**src/rtl/rc_channel_poller.sv**
```systemverilog
// rtl/rc_channel_poller.sv - Wishbone master polling the 6-channel RC PWM decoder
// Optional failsafe (bad-poll counter, forced outputs) enabled by RC_POLLER_FAILSAFE_EN.
module rc_channel_poller #(
  parameter int clockFreq      = 100_000_000,
  parameter int POLL_HZ        = 250,
  parameter int DATA_WIDTH     = 32,
  parameter int ADDR_WIDTH     = 32,
  parameter int BASE_ADDR      = 0,
  parameter int MIN_US         = 1000,
  parameter int MAX_US         = 2000,
  parameter int FAILSAFE_US    = 1000,
  parameter int FAILSAFE_POLLS = 25
) (
  input  logic                    i_clk,
  input  logic                    i_rstn,
  output logic [ADDR_WIDTH-1:0]   wbm_adr_o,
  input  logic [DATA_WIDTH-1:0]   wbm_dat_i,
  output logic                    wbm_we_o,
  output logic [DATA_WIDTH/8-1:0] wbm_sel_o,
  output logic                    wbm_stb_o,
  output logic                    wbm_cyc_o,
  input  logic                    wbm_ack_i,
  input  logic                    wbm_err_i,
  output logic [95:0]             o_ch_us,
  output logic [5:0]              o_valid,
  output logic                    o_update,
  output logic                    o_failsafe
);
  localparam int P  = clockFreq / POLL_HZ;
  localparam int TW = (P > 1) ? $clog2(P) : 1;
  localparam logic [TW-1:0] TICK_LAST = TW'(P - 1);
  localparam logic [1:0] S_IDLE    = 2'd0;
  localparam logic [1:0] S_RD_STAT = 2'd1;
  localparam logic [1:0] S_RD_CH   = 2'd2;
  localparam logic [1:0] S_COMMIT  = 2'd3;
  localparam logic [15:0] FS_US = 16'(FAILSAFE_US);
  localparam logic [15:0] LO_US = 16'(MIN_US);
  localparam logic [15:0] HI_US = 16'(MAX_US);
  localparam logic [7:0]  WD_LAST = 8'd254;

  logic [1:0]            state_q, state_d;
  logic [TW-1:0]         tick_q, tick_d;
  logic                  pending_q, pending_d;
  logic                  cyc_q, cyc_d;
  logic [ADDR_WIDTH-1:0] adr_q, adr_d;
  logic [7:0]            wd_q, wd_d;
  logic [2:0]            idx_q, idx_d;
  logic [5:0]            stat_q, stat_d;
  logic [5:0]            valid_q, valid_d;
  logic [95:0]           shadow_q, shadow_d;
  logic [95:0]           ch_q, ch_d;
  logic [5:0]            ov_q, ov_d;
  logic                  upd_q, upd_d;
`ifdef RC_POLLER_FAILSAFE_EN
  localparam logic [7:0] FP = 8'(FAILSAFE_POLLS);
  logic [7:0]            cnt_q, cnt_d;
  logic                  fs_q, fs_d;
`else
  logic unused_fs_polls;
  assign unused_fs_polls = ^8'(FAILSAFE_POLLS);
`endif

  logic [15:0] rd_us;
  logic        rd_done, rd_ok, rd_in_range;
  logic        unused_dat;

  assign rd_us       = wbm_dat_i[15:0];
  assign unused_dat  = ^wbm_dat_i[DATA_WIDTH-1:16];
  // The watchdog terminates a read on its 255th strobe cycle; err always overrides ack.
  assign rd_done     = cyc_q & (wbm_ack_i | wbm_err_i | (wd_q == WD_LAST));
  assign rd_ok       = wbm_ack_i & ~wbm_err_i;
  assign rd_in_range = ~rd_us[15] & (rd_us >= 16'd800) & (rd_us <= 16'd2200);

  function automatic logic [15:0] clamp_us(input logic [15:0] v);
    if (v < LO_US) return LO_US;
    else if (v > HI_US) return HI_US;
    else return v;
  endfunction

  always_comb begin
    state_d   = state_q;
    tick_d    = (tick_q == TICK_LAST) ? '0 : tick_q + 1'b1;
    pending_d = pending_q;
    cyc_d     = cyc_q;
    adr_d     = adr_q;
    wd_d      = cyc_q ? wd_q + 8'd1 : 8'd0;
    idx_d     = idx_q;
    stat_d    = stat_q;
    valid_d   = valid_q;
    shadow_d  = shadow_q;
    ch_d      = ch_q;
    ov_d      = ov_q;
    upd_d     = 1'b0;
`ifdef RC_POLLER_FAILSAFE_EN
    cnt_d     = cnt_q;
    fs_d      = fs_q;
`endif
    if (state_q == S_IDLE && pending_q) pending_d = 1'b0;
    if (tick_q == TICK_LAST) pending_d = 1'b1;

    case (state_q)
      S_IDLE: begin
        if (pending_q) begin
          state_d = S_RD_STAT;
          cyc_d   = 1'b1;
          wd_d    = 8'd0;
          adr_d   = ADDR_WIDTH'(BASE_ADDR + 24);
          valid_d = '0;
          stat_d  = '0;
        end
      end
      S_RD_STAT: begin
        if (rd_done) begin
          cyc_d = 1'b0;
          idx_d = 3'd0;
          if (rd_ok) begin
            stat_d  = wbm_dat_i[5:0];
            state_d = S_RD_CH;
          end else begin
            state_d = S_COMMIT;
          end
        end
      end
      S_RD_CH: begin
        if (cyc_q) begin
          if (rd_done) begin
            cyc_d = 1'b0;
            if (rd_ok && rd_in_range) begin
              valid_d[idx_q]           = 1'b1;
              shadow_d[16*idx_q +: 16] = clamp_us(rd_us);
            end
            if (idx_q == 3'd5) state_d = S_COMMIT;
            else idx_d = idx_q + 3'd1;
          end
        end else if (stat_q[idx_q]) begin
          // This cycle doubles as the mandatory idle gap before the next read.
          cyc_d = 1'b1;
          wd_d  = 8'd0;
          adr_d = ADDR_WIDTH'(BASE_ADDR + 4 * int'(idx_q));
        end else if (idx_q == 3'd5) begin
          state_d = S_COMMIT;
        end else begin
          idx_d = idx_q + 3'd1;
        end
      end
      S_COMMIT: begin
        state_d = S_IDLE;
        ov_d    = valid_q;
        upd_d   = 1'b1;
`ifdef RC_POLLER_FAILSAFE_EN
        if (&valid_q) begin
          cnt_d = 8'd0;
          fs_d  = 1'b0;
        end else begin
          if (cnt_q != FP) cnt_d = cnt_q + 8'd1;
          if (cnt_d == FP) fs_d = 1'b1;
        end
        ch_d = fs_d ? {6{FS_US}} : shadow_q;
`else
        ch_d = shadow_q;
`endif
      end
      default: state_d = S_IDLE;
    endcase
  end

  always_ff @(posedge i_clk or negedge i_rstn) begin
    if (!i_rstn) begin
      state_q   <= S_IDLE;
      tick_q    <= '0;
      pending_q <= 1'b0;
      cyc_q     <= 1'b0;
      adr_q     <= '0;
      wd_q      <= 8'd0;
      idx_q     <= 3'd0;
      stat_q    <= 6'd0;
      valid_q   <= 6'd0;
      shadow_q  <= {6{FS_US}};
      ch_q      <= {6{FS_US}};
      ov_q      <= 6'd0;
      upd_q     <= 1'b0;
`ifdef RC_POLLER_FAILSAFE_EN
      cnt_q     <= 8'd0;
      fs_q      <= 1'b1;
`endif
    end else begin
      state_q   <= state_d;
      tick_q    <= tick_d;
      pending_q <= pending_d;
      cyc_q     <= cyc_d;
      adr_q     <= adr_d;
      wd_q      <= wd_d;
      idx_q     <= idx_d;
      stat_q    <= stat_d;
      valid_q   <= valid_d;
      shadow_q  <= shadow_d;
      ch_q      <= ch_d;
      ov_q      <= ov_d;
      upd_q     <= upd_d;
`ifdef RC_POLLER_FAILSAFE_EN
      cnt_q     <= cnt_d;
      fs_q      <= fs_d;
`endif
    end
  end

  assign wbm_adr_o = adr_q;
  assign wbm_we_o  = 1'b0;
  assign wbm_sel_o = {(DATA_WIDTH/8){cyc_q}};
  assign wbm_stb_o = cyc_q;
  assign wbm_cyc_o = cyc_q;
  assign o_ch_us   = ch_q;
  assign o_valid   = ov_q;
  assign o_update  = upd_q;
`ifdef RC_POLLER_FAILSAFE_EN
  assign o_failsafe = fs_q;
`else
  assign o_failsafe = 1'b0;
`endif
endmodule

```
**config.mk**
```make
export PLATFORM = sky130hd
export DESIGN_NAME = rc_channel_poller
export DESIGN_NICKNAME = d
export VERILOG_FILES = /design/src/rtl/rc_channel_poller.sv
export SDC_FILE = /design/constraint.sdc
export NUM_CORES = 1
export LEC_CHECK = 0
export CAP_MARGIN = 20
export CORE_UTILIZATION = 57
export CTS_CLUSTER_DIAMETER = 60
export DETAILED_ROUTE_END_ITERATION = 16
export GPL_TIMING_DRIVEN = 0
export PLACE_DENSITY_LB_ADDON = 0.1
export RECOVER_POWER = 100
export REMOVE_ABC_BUFFERS = 1
export SYNTH_ARGS = -nofsm -noshare
export SYNTH_HDL_FRONTEND = slang
export SYNTH_SLANG_ARGS = --single-unit
```
**constraint.sdc**
```tcl
create_clock -name i_clk -period 5.1 [get_ports i_clk]
set_input_delay 1.275 -clock i_clk [delete_from_list [all_inputs] [get_ports i_clk]]
set_output_delay 1.275 -clock i_clk [all_outputs]
set_load 0.01 [all_outputs]
```
* Word level (Yosys, flattened, before mapping)
Cells that the tools add are included.
** Word-level totals
- Bits in registers :: 277
- Bits of input ports :: 36
- Output and inout bits :: 143
- Logic and storage cells :: 118
** Operators by class
- Add/sub/neg operators :: 4
- $lt $le $gt $ge :: 6
- Equality and inequality tests :: 16
- Shift operators :: 2
- Multiplexer cells :: 52
- Bitwise gates (word level) :: 9
- Reductions and logical operators :: 16
** Operator list (count)
- $bwmux 96 :: 1
- $mux 16 :: 6
- $mux 32 :: 3
- $shift 16x34->96 const A :: 1
- $shiftx 16x34->96 :: 1
- $pmux 32 s2 :: 1
- $mux 6 :: 6
- $neg 7->34 :: 1
- $mux 8 :: 4
- $pmux 6 s2 :: 2
- $reduce_and 4->1 :: 5
- $add 19x1->19 const B :: 1
- $eq 19x19->1 const B :: 1
- $mux 19 :: 1
- $ge 16x10->1 const B :: 1
- $gt 16x11->1 const B :: 1
- $le 16x12->1 const B :: 1
- $lt 16x10->1 const B :: 1
- $ne 2x2->1 const B :: 8
- $pmux 8 s2 :: 1
- $mux 3 :: 5
- $mux 2 :: 6
- $mux 1 :: 11
- $add 8x1->8 const B :: 1
- other kinds (23) :: 35

* Logic depth before layout (Yosys ltp)
Gate-level depths: netlist (run 1).
- Depth after elaboration :: 10
- Mapped depth :: 10
- Mapped depth without buffers :: 8

* Least setup slack after synthesis (run 1)
No wires, ideal clock.
- Path kind :: input-to-reg
- From :: in wbm_dat_i[5]
- To :: reg shadow_q[74]
- Setup time :: 125 ps
- Arrival :: 2817 ps
- Data required time :: 4975 ps
- Slack :: 2158 ps
- Stages :: 8
- Cells stage by stage :: buf_2 -> o311ai_0 -> nand2_1 -> and3_1 -> buf_4 -> nand2_1 -> buf_2 -> mux2_2
** Between the ends
- Longest elaborated chain between the ends :: 9
- Elaborated cells on any way between the ends :: 16
- Those cells by class :: order compare (4); shift (1); mux (7); bitwise (2); reduce/logical (2)
** Ends and longest elaborated chain
- from (decl) :: line 17 : input logic [DATA_WIDTH-1:0] wbm_dat_i,
- $gt 16x11->1 :: line 76 : else if (v > HI_US) return HI_US;
- $mux 16 :: line 76
- $mux 16 :: line 75 : if (v < LO_US) return LO_US;
- $mux 16 :: line 128 : if (rd_ok && rd_in_range) begin
- $mux 16 :: line 126 : if (rd_done) begin
- $mux 16 :: line 125 : if (cyc_q) begin
- $mux 16 :: line 101 : case (state_q)
- $shiftx 16x34->96 :: line 130 : shadow_d[16*idx_q +: 16] = clamp_us(rd_us);
- $bwmux 96 :: line 130
- to (signal assigned) :: line 178 : shadow_q <= {6{FS_US}};
- to (signal assigned) :: line 196 : shadow_q <= shadow_d;
- to (decl) :: line 50 : logic [95:0] shadow_q, shadow_d;
Parallel ways exist; a longest one is shown, timed or not. The select of a mux whose other input is x is not followed.
A chain may end at the register's enable or synchronous reset.

* Final worst setup path (run 1)
- From :: in wbm_dat_i[13]
- To :: reg shadow_q[20]
Same word-level chain as after synthesis.

==> results of run 1 <==
## path summary, 6_finish.rpt
path                                     startpoint                  endpoint  slack, ns
setup / recovery                      wbm_dat_i[13]  shadow_q[20]$_DFFE_PN0P_       0.76
hold / removal             shadow_q[40]$_DFFE_PN1P_  shadow_q[40]$_DFFE_PN1P_       0.47
setup reg to reg             state_q[1]$_DFFE_PN0P_   o_ch_us[36]$_DFFE_PN0P_       1.31
hold reg to reg            shadow_q[40]$_DFFE_PN1P_  shadow_q[40]$_DFFE_PN1P_       0.47
max in group asynchronous                    i_rstn       tick_q[4]$_DFF_PN0_       1.88
min in group asynchronous                    i_rstn   o_ch_us[47]$_DFFE_PN0P_       1.61
## power by group through the flow
stage / logic [W] / registers, W / clock network [W]
floorplan: 0.0000198 / 0.00200 / 0
global placement: 0.0000803 / 0.00200 / 0
detailed placement: 0.0000863 / 0.00200 / 0
CTS: 0.0000864 / 0.00197 / 0.00192
global route: 0.0000949 / 0.00197 / 0.00200
finish: 0.0000825 / 0.00197 / 0.00188
## critical path, delay by kind of cell
kind                   cells  cell delay (ns)
and+or+nand+nor            4             2.37
buffers and inverters      1             0.56
muxes                      1             0.52
## through the flow
step | TNS [ns] | hold WS [ns]
3_3_place_gp | -1456.35 | 0.441
6_report | 0 | 0.472
5_1_grt | 0 | 0.498
3_5_place_dp | 0 | 0.459
4_1_cts | 0 | 0.473
2_1_floorplan | 0 | 0.425
## logic make-up after synthesis
family,count (synthesis),synth area share
compound gates,89,0.0565
xor+xnor,20,0.0166
other cells,1,0.000356
buf+inv,85,0.0455
simple gates,234,0.117
fa+ha+maj,13,0.0155
mux,140,0.150
flops,248,0.598
## sequential cells by signal (all words and copies together), names as in the netlist
register / cells
wbm_adr_o: 3
o_valid: 6
stat_q: 6
tick_q: 19
wbm_cyc_o: 1
pending_q: 1
shadow_q: 96
state_q: 2
o_update: 1
wd_q: 8
o_ch_us: 96
idx_q: 3
valid_q: 6
## cell usage in the layout, fill, tap and decap left out, drive strengths merged, types with 3 or more instances in the layout
cell type	Yosys	final
o21ai	35	35
or3	4	4
a31oi	5	5
a22o	6	6
nor3b	3	3
nor2b	4	4
o31a	3	3
and3	9	9
nand2	72	72
clkdlybuf4s50	0	16
nand4	13	13
xnor2	8	8
and4	7	7
nand3	20	20
dlygate4sd3	0	114
mux2i	13	13
clkinv	1	4
nand2b	8	8
nor3	12	12
dfstp	72	72
a21o	3	3
nor2	35	35
and2	36	36
xor2	12	12
mux2	126	126
clkbuf	22	44
a21oi	10	10
ha	13	13
inv	15	18
conb	1	31
o31ai	8	8
dfrtp	176	176
## area by class of cell
cell class / count / area share
multi-input cells: 527 / 0.302
repair buffers: 134 / 0.106
inverters: 16 / 0.00473
well taps: 229 / 0.0226
flip-flops and latches: 248 / 0.496
clock buffers: 41 / 0.0628
clock inverters: 8 / 0.00621
## per-layer routing
layer  wire length (um)  up-vias
li1                   -     3077
met5                  0        -
met1               9370     3364
met4                411        0
met3                842       36
met2              11100      165
==> reports/results.txt, run 1 <==
status -> finished with violations
failing checks -> max-capacitance violations, max-slew violations
dpl ws -> 0.742 ns
final hold viol count -> 0
CTS Sinks -> 248
Routed Wire Length -> 21800 um
Cell Area, Synth -> 0.0105 mm^2
#FFs+latches synth -> 248
Max Slew Vio Count -> 219
CP max stage delay -> 0.72 ns
CTS tree -> built
M3 GR Usage -> 0.0322
Worst R2R Path Depth -> 3
drt first-iter violations -> 240
Slew @ Worst Pin -> 2.73 ns
H-tree Lvls -> 1
CP endpoint kind -> register
Pre-antenna DRT Iters -> 4
largest cells by area after synthesis -> dfrtp_1, dfstp_2, mux2_2, buf_4, nand2_1
power per cell area -> 309 mW/mm^2
Sw Share -> 0.206
Fmax -> 230 MHz
clock-pin slew on the worst setup and hold paths -> 0.06 ns
count of flip-flops with a built-in enable after synthesis -> 0
CP max-delay cell -> nor4_1
area leader, netlist -> dfrtp_1
post-route setup slack -> 0.756 ns
routed vias/inst -> 5.52
cells after synthesis -> 830
critical-path maximum fanout -> 18
hold depth -> 2
Diodes inserted -> 0
Seq pwr share -> 0.502
worst vdd ir -> 0.270 mV
Cell Chain, Critical Path -> dlygate4sd3_1 > nor4_1 > and4_1 > and3_1 > nand3_1 > mux2_1
startpoint types -> primary input
DP Wirelength -> 15000 um
Fill cells -> 1261
M2 GR Usage -> 0.410
Tot GR Track Use -> 0.236
Synth top area share -> 0.418
min-delay worst type -> register to register
Placeable Area -> 0.0180 mm^2
Die Area -> 0.0190 mm^2
RSZ-0062 raised after global routing -> no
grt ovf -> 0
count leader, synth -> dfrtp_1
Reg area -> 0.00630 mm^2
Resize count post-CTS -> 0
Site Rows -> 49
# DRC -> 0
Tot Pwr -> 0.00393 W
Die W -> 138 um
static leakage -> 6.22 nW
Net Sw Power -> 0.000809 W
async set-reset flop share out of synthesis -> 1.00
Layout area overhead -> 20.7%
Slew headroom -> -0.821
Tmin final -> 4.34 ns
# IOs -> 179
internal power -> 0.00312 W
first-pass GRT wire length -> 34900 um
total CTS buffers -> 27
met1 usage -> 0.316
Starting Density -> 0.584
Setup Viol. Count Final -> 0
Via Count -> 6642
Post-CTS Setup Inserts -> 0
Ys Warns -> 0
largest net degree at the start of global routing -> 137
max cap viols -> 3
vias in the first global route -> 6802
ys flop type -> dfrtp_1
Comb pwr share -> 0.021
initial antenna violation count -> 0
critical path type -> primary input to register
Worst EP required -> 5.49 ns
placed cell area -> 0.0119 mm^2
Netlist cell types -> 62
Post-synth top cells -> dfrtp_1, mux2_2, dfstp_2, nand2_1, buf_4
Die Ht -> 138 um
clock share of power -> 0.477
Final Util -> 0.705
syn avg cell area -> 12.7 um^2
CTS root buf -> clkbuf_16
Setup Skew -> 0.0175 ns
final antenna-violating net count -> 0
CTS Hold Bufs -> 0
clock latency on the worst-skew pair -> 0.53 ns
area of the multi-input gates -> 0.00384 mm^2
buffers from clock root to sink, at most -> 3
routability congestion estimate from global placement -> 0.882
WL per Instance -> 18.1 um
layout cell share with drive strength beyond 1 -> 0.254
fin nets -> 1003
fin cells -> 1203
number of I/O port buffers -> 131
post-placement cell count -> 1153
sequential area share after synthesis -> 0.598
busiest grt layer -> met2
crit path DAT -> 4.74 ns
Final Cell Area -> 0.0127 mm^2
final worst-path cycle share -> 0.852
Power figures use the tool's default switching activity.
==> inputs of run 2 (changes only) <==
--- a/config.mk
+++ b/config.mk
@@ -5,11 +5,11 @@
 export SDC_FILE = /design/constraint.sdc
 export NUM_CORES = 1
 export LEC_CHECK = 0
-export CAP_MARGIN = 20
 export CORE_UTILIZATION = 57
 export CTS_CLUSTER_DIAMETER = 60
 export DETAILED_ROUTE_END_ITERATION = 16
 export GPL_TIMING_DRIVEN = 0
+export MAX_ROUTING_LAYER = met4
 export PLACE_DENSITY_LB_ADDON = 0.1
 export RECOVER_POWER = 100
 export REMOVE_ABC_BUFFERS = 1
==> reports/results.txt, run 2 (synthesis gave the netlist of run 1 again) <==
vias in the first global route -> 6494 (was 6802)
status -> finished with violations (unchanged)
hold depth -> 1 (was 2)
Seq pwr share -> 0.479 (was 0.502)
CTS tree -> built (unchanged)
Site Rows -> 49 (unchanged)
most frequent cells in the layout -> dfrtp_1, mux2_2, dlygate4sd3_1 (unchanged)
internal power -> 0.00328 W (was 0.00312 W)
clock-pin slew on the worst setup and hold paths -> 0.06 ns (about the same)
Setup Skew -> 0.0241 ns (was 0.0175 ns)
min-delay worst type -> register to register (unchanged)
Via Count -> 6629 (was 6642)
routability congestion estimate from global placement -> 0.871 (was 0.882)
RSZ-0062 raised after global routing -> no (unchanged)
clock latency on the worst-skew pair -> 0.53 ns (about the same)
initial antenna violation count -> 0 (unchanged)
Setup Viol. Count Final -> 0 (unchanged)
most common cell after layout, fill and taps aside -> dfrtp_1 (unchanged)
crit path DAT -> 4.69 ns (was 4.74 ns)
Comb pwr share -> 0.020 (was 0.021)
Die Area -> 0.0190 mm^2 (unchanged)
CTS Sinks -> 248 (unchanged)
Tmin final -> 4.27 ns (was 4.34 ns)
static leakage -> 6.21 nW (was 6.22 nW)
WL per Instance -> 17.7 um (was 18.1 um)
Slew headroom -> -0.944 (was -0.821)
DP Wirelength -> 14600 um (was 15000 um)
drt first-iter violations -> 325 (was 240)
Placeable Area -> 0.0180 mm^2 (unchanged)
first-pass GRT wire length -> 33900 um (was 34900 um)
H-tree Lvls -> 1 (unchanged)
CTS root buf -> clkbuf_16 (unchanged)
worst hold margin -> 0.469 ns (was 0.472 ns)
Layout area overhead -> 21.3% (was 20.7%)
Starting Density -> 0.584 (unchanged)
Resize count post-CTS -> 0 (unchanged)
# DRC -> 0 (unchanged)
dpl ws -> 0.757 ns (was 0.742 ns)
grt ovf -> 0 (unchanged)
post-placement cell count -> 1153 (unchanged)
failing checks -> max-capacitance violations, max-slew violations (unchanged)
final worst-path cycle share -> 0.837 (was 0.852)
Reg area -> 0.00630 mm^2 (unchanged)
routed vias/inst -> 5.52 (about the same)
Post-CTS Setup Inserts -> 0 (unchanged)
# IOs -> 179 (unchanged)
critical-path maximum fanout -> 18 (unchanged)
Worst R2R Path Depth -> 7 (was 3)
Routed Wire Length -> 21300 um (was 21800 um)
hold_sp -> tick_q[0]$_DFF_PN0_ (was shadow_q[40]$_DFFE_PN1P_)
worst vdd ir -> 0.279 mV (was 0.270 mV)
CP endpoint kind -> register (unchanged)
placed cell area -> 0.0119 mm^2 (unchanged)
Die W -> 138 um (unchanged)
r2r endpoint -> shadow_q[4]$_DFFE_PN0P_ (was o_ch_us[36]$_DFFE_PN0P_)
CTS Hold Bufs -> 0 (unchanged)
fin cells -> 1201 (was 1203)
area of the multi-input gates -> 0.00383 mm^2 (was 0.00384 mm^2)
layout cell share with drive strength beyond 1 -> 0.257 (was 0.254)
power per cell area -> 322 mW/mm^2 (was 309 mW/mm^2)
Net Sw Power -> 0.000837 W (was 0.000809 W)
Worst EP required -> 5.52 ns (was 5.49 ns)
critical path type -> primary input to register (unchanged)
worst hold endpoint -> tick_q[0]$_DFF_PN0_ (was shadow_q[40]$_DFFE_PN1P_)
total CTS buffers -> 26 (was 27)
Tot GR Track Use -> 0.236 (about the same)
Diodes inserted -> 0 (unchanged)
fin nets -> 1001 (was 1003)
Fmax -> 234 MHz (was 230 MHz)
number of I/O port buffers -> 131 (unchanged)
max cap viols -> 3 (unchanged)
largest net degree at the start of global routing -> 129 (was 137)
final antenna-violating net count -> 0 (unchanged)
Sw Share -> 0.203 (was 0.206)
Fill cells -> 1243 (was 1261)
R2R setup slack -> 1.28 ns (was 1.31 ns)
Pre-antenna DRT Iters -> 5 (was 4)
startpoint types -> primary input (unchanged)
Die Ht -> 138 um (unchanged)
post-route setup slack -> 0.830 ns (was 0.756 ns)
Max Slew Vio Count -> 227 (was 219)
Final Cell Area -> 0.0128 mm^2 (was 0.0127 mm^2)
FF-to-FF Start -> idx_q[0]$_DFFE_PN0P_ (was state_q[1]$_DFFE_PN0P_)
clock share of power -> 0.501 (was 0.477)
buffers from clock root to sink, at most -> 3 (unchanged)
final hold viol count -> 0 (unchanged)
Slew @ Worst Pin -> 2.92 ns (was 2.73 ns)
## run 2: final cells by class
cell class / instances / share of cell area
well taps: 229 / 0.0224
flip-flops and latches: 248 / 0.493
clock inverters: 18 / 0.0209
multi-input cells: 527 / 0.300
clock buffers: 30 / 0.0545
repair buffers: 133 / 0.105
inverters: 16 / 0.00470
## run 2: power by group through the flow
| stage | combinational, W | clock [W] | sequential, W |
|---|---|---|---|
| 6_report | 0.0000829 | 0.00206 | 0.00197 |
| 3_3_place_gp | 0.0000808 | 0 | 0.00200 |
| 3_5_place_dp | 0.0000865 | 0 | 0.00200 |
| 5_1_grt | 0.0000948 | 0.00218 | 0.00197 |
| 2_1_floorplan | 0.0000198 | 0 | 0.00200 |
| 4_1_cts | 0.0000865 | 0.00210 | 0.00197 |
## run 2: worst max path at each step
stage | startpoint | endpoint | cells past startpoint
finish | wbm_dat_i[10] | shadow_q[90]$_DFFE_PN0P_ | 6
global placement | i_rstn | tick_q[11]$_DFF_PN0_ | 1
detailed placement | wbm_dat_i[12] | shadow_q[20]$_DFFE_PN0P_ | 6
floorplan | state_q[1]$_DFFE_PN0P_ | o_ch_us[0]$_DFFE_PN0P_ | 2
global route | wbm_dat_i[10] | shadow_q[90]$_DFFE_PN0P_ | 6
CTS | idx_q[0]$_DFFE_PN0P_ | shadow_q[4]$_DFFE_PN0P_ | 7
## run 2: worst max-delay path: stages
cell           delay, ns
dlygate4sd3_1       0.69
o31a_1              0.35
a21oi_1             0.30
and3_1              0.62
nand4b_1            0.85
mux2_1              0.60
## run 2: per-layer routing
metal | wire length [um] | share of wire | up-vias | GRT usage
li1 | - | - | 3075 | -
met1 | 9580 | 0.45 | 3363 | 0.317
met2 | 10700 | 0.50 | 166 | 0.389
met3 | 833 | 0.039 | 25 | 0.0300
met4 | 237 | 0.011 | 0 | 0.0465
met5 | 0 | 0 | - | -
## run 2: metrics by stage
step	utilization	setup TNS (ns)	total power [W]
after floorplan	-	0	0.00202
final	0.709	0	0.00412
after detailed placement	0.660	0	0.00209
after global placement	0.656	-1467.34	0.00209
after CTS	0.713	0	0.00416
after global routing	0.709	0	0.00424
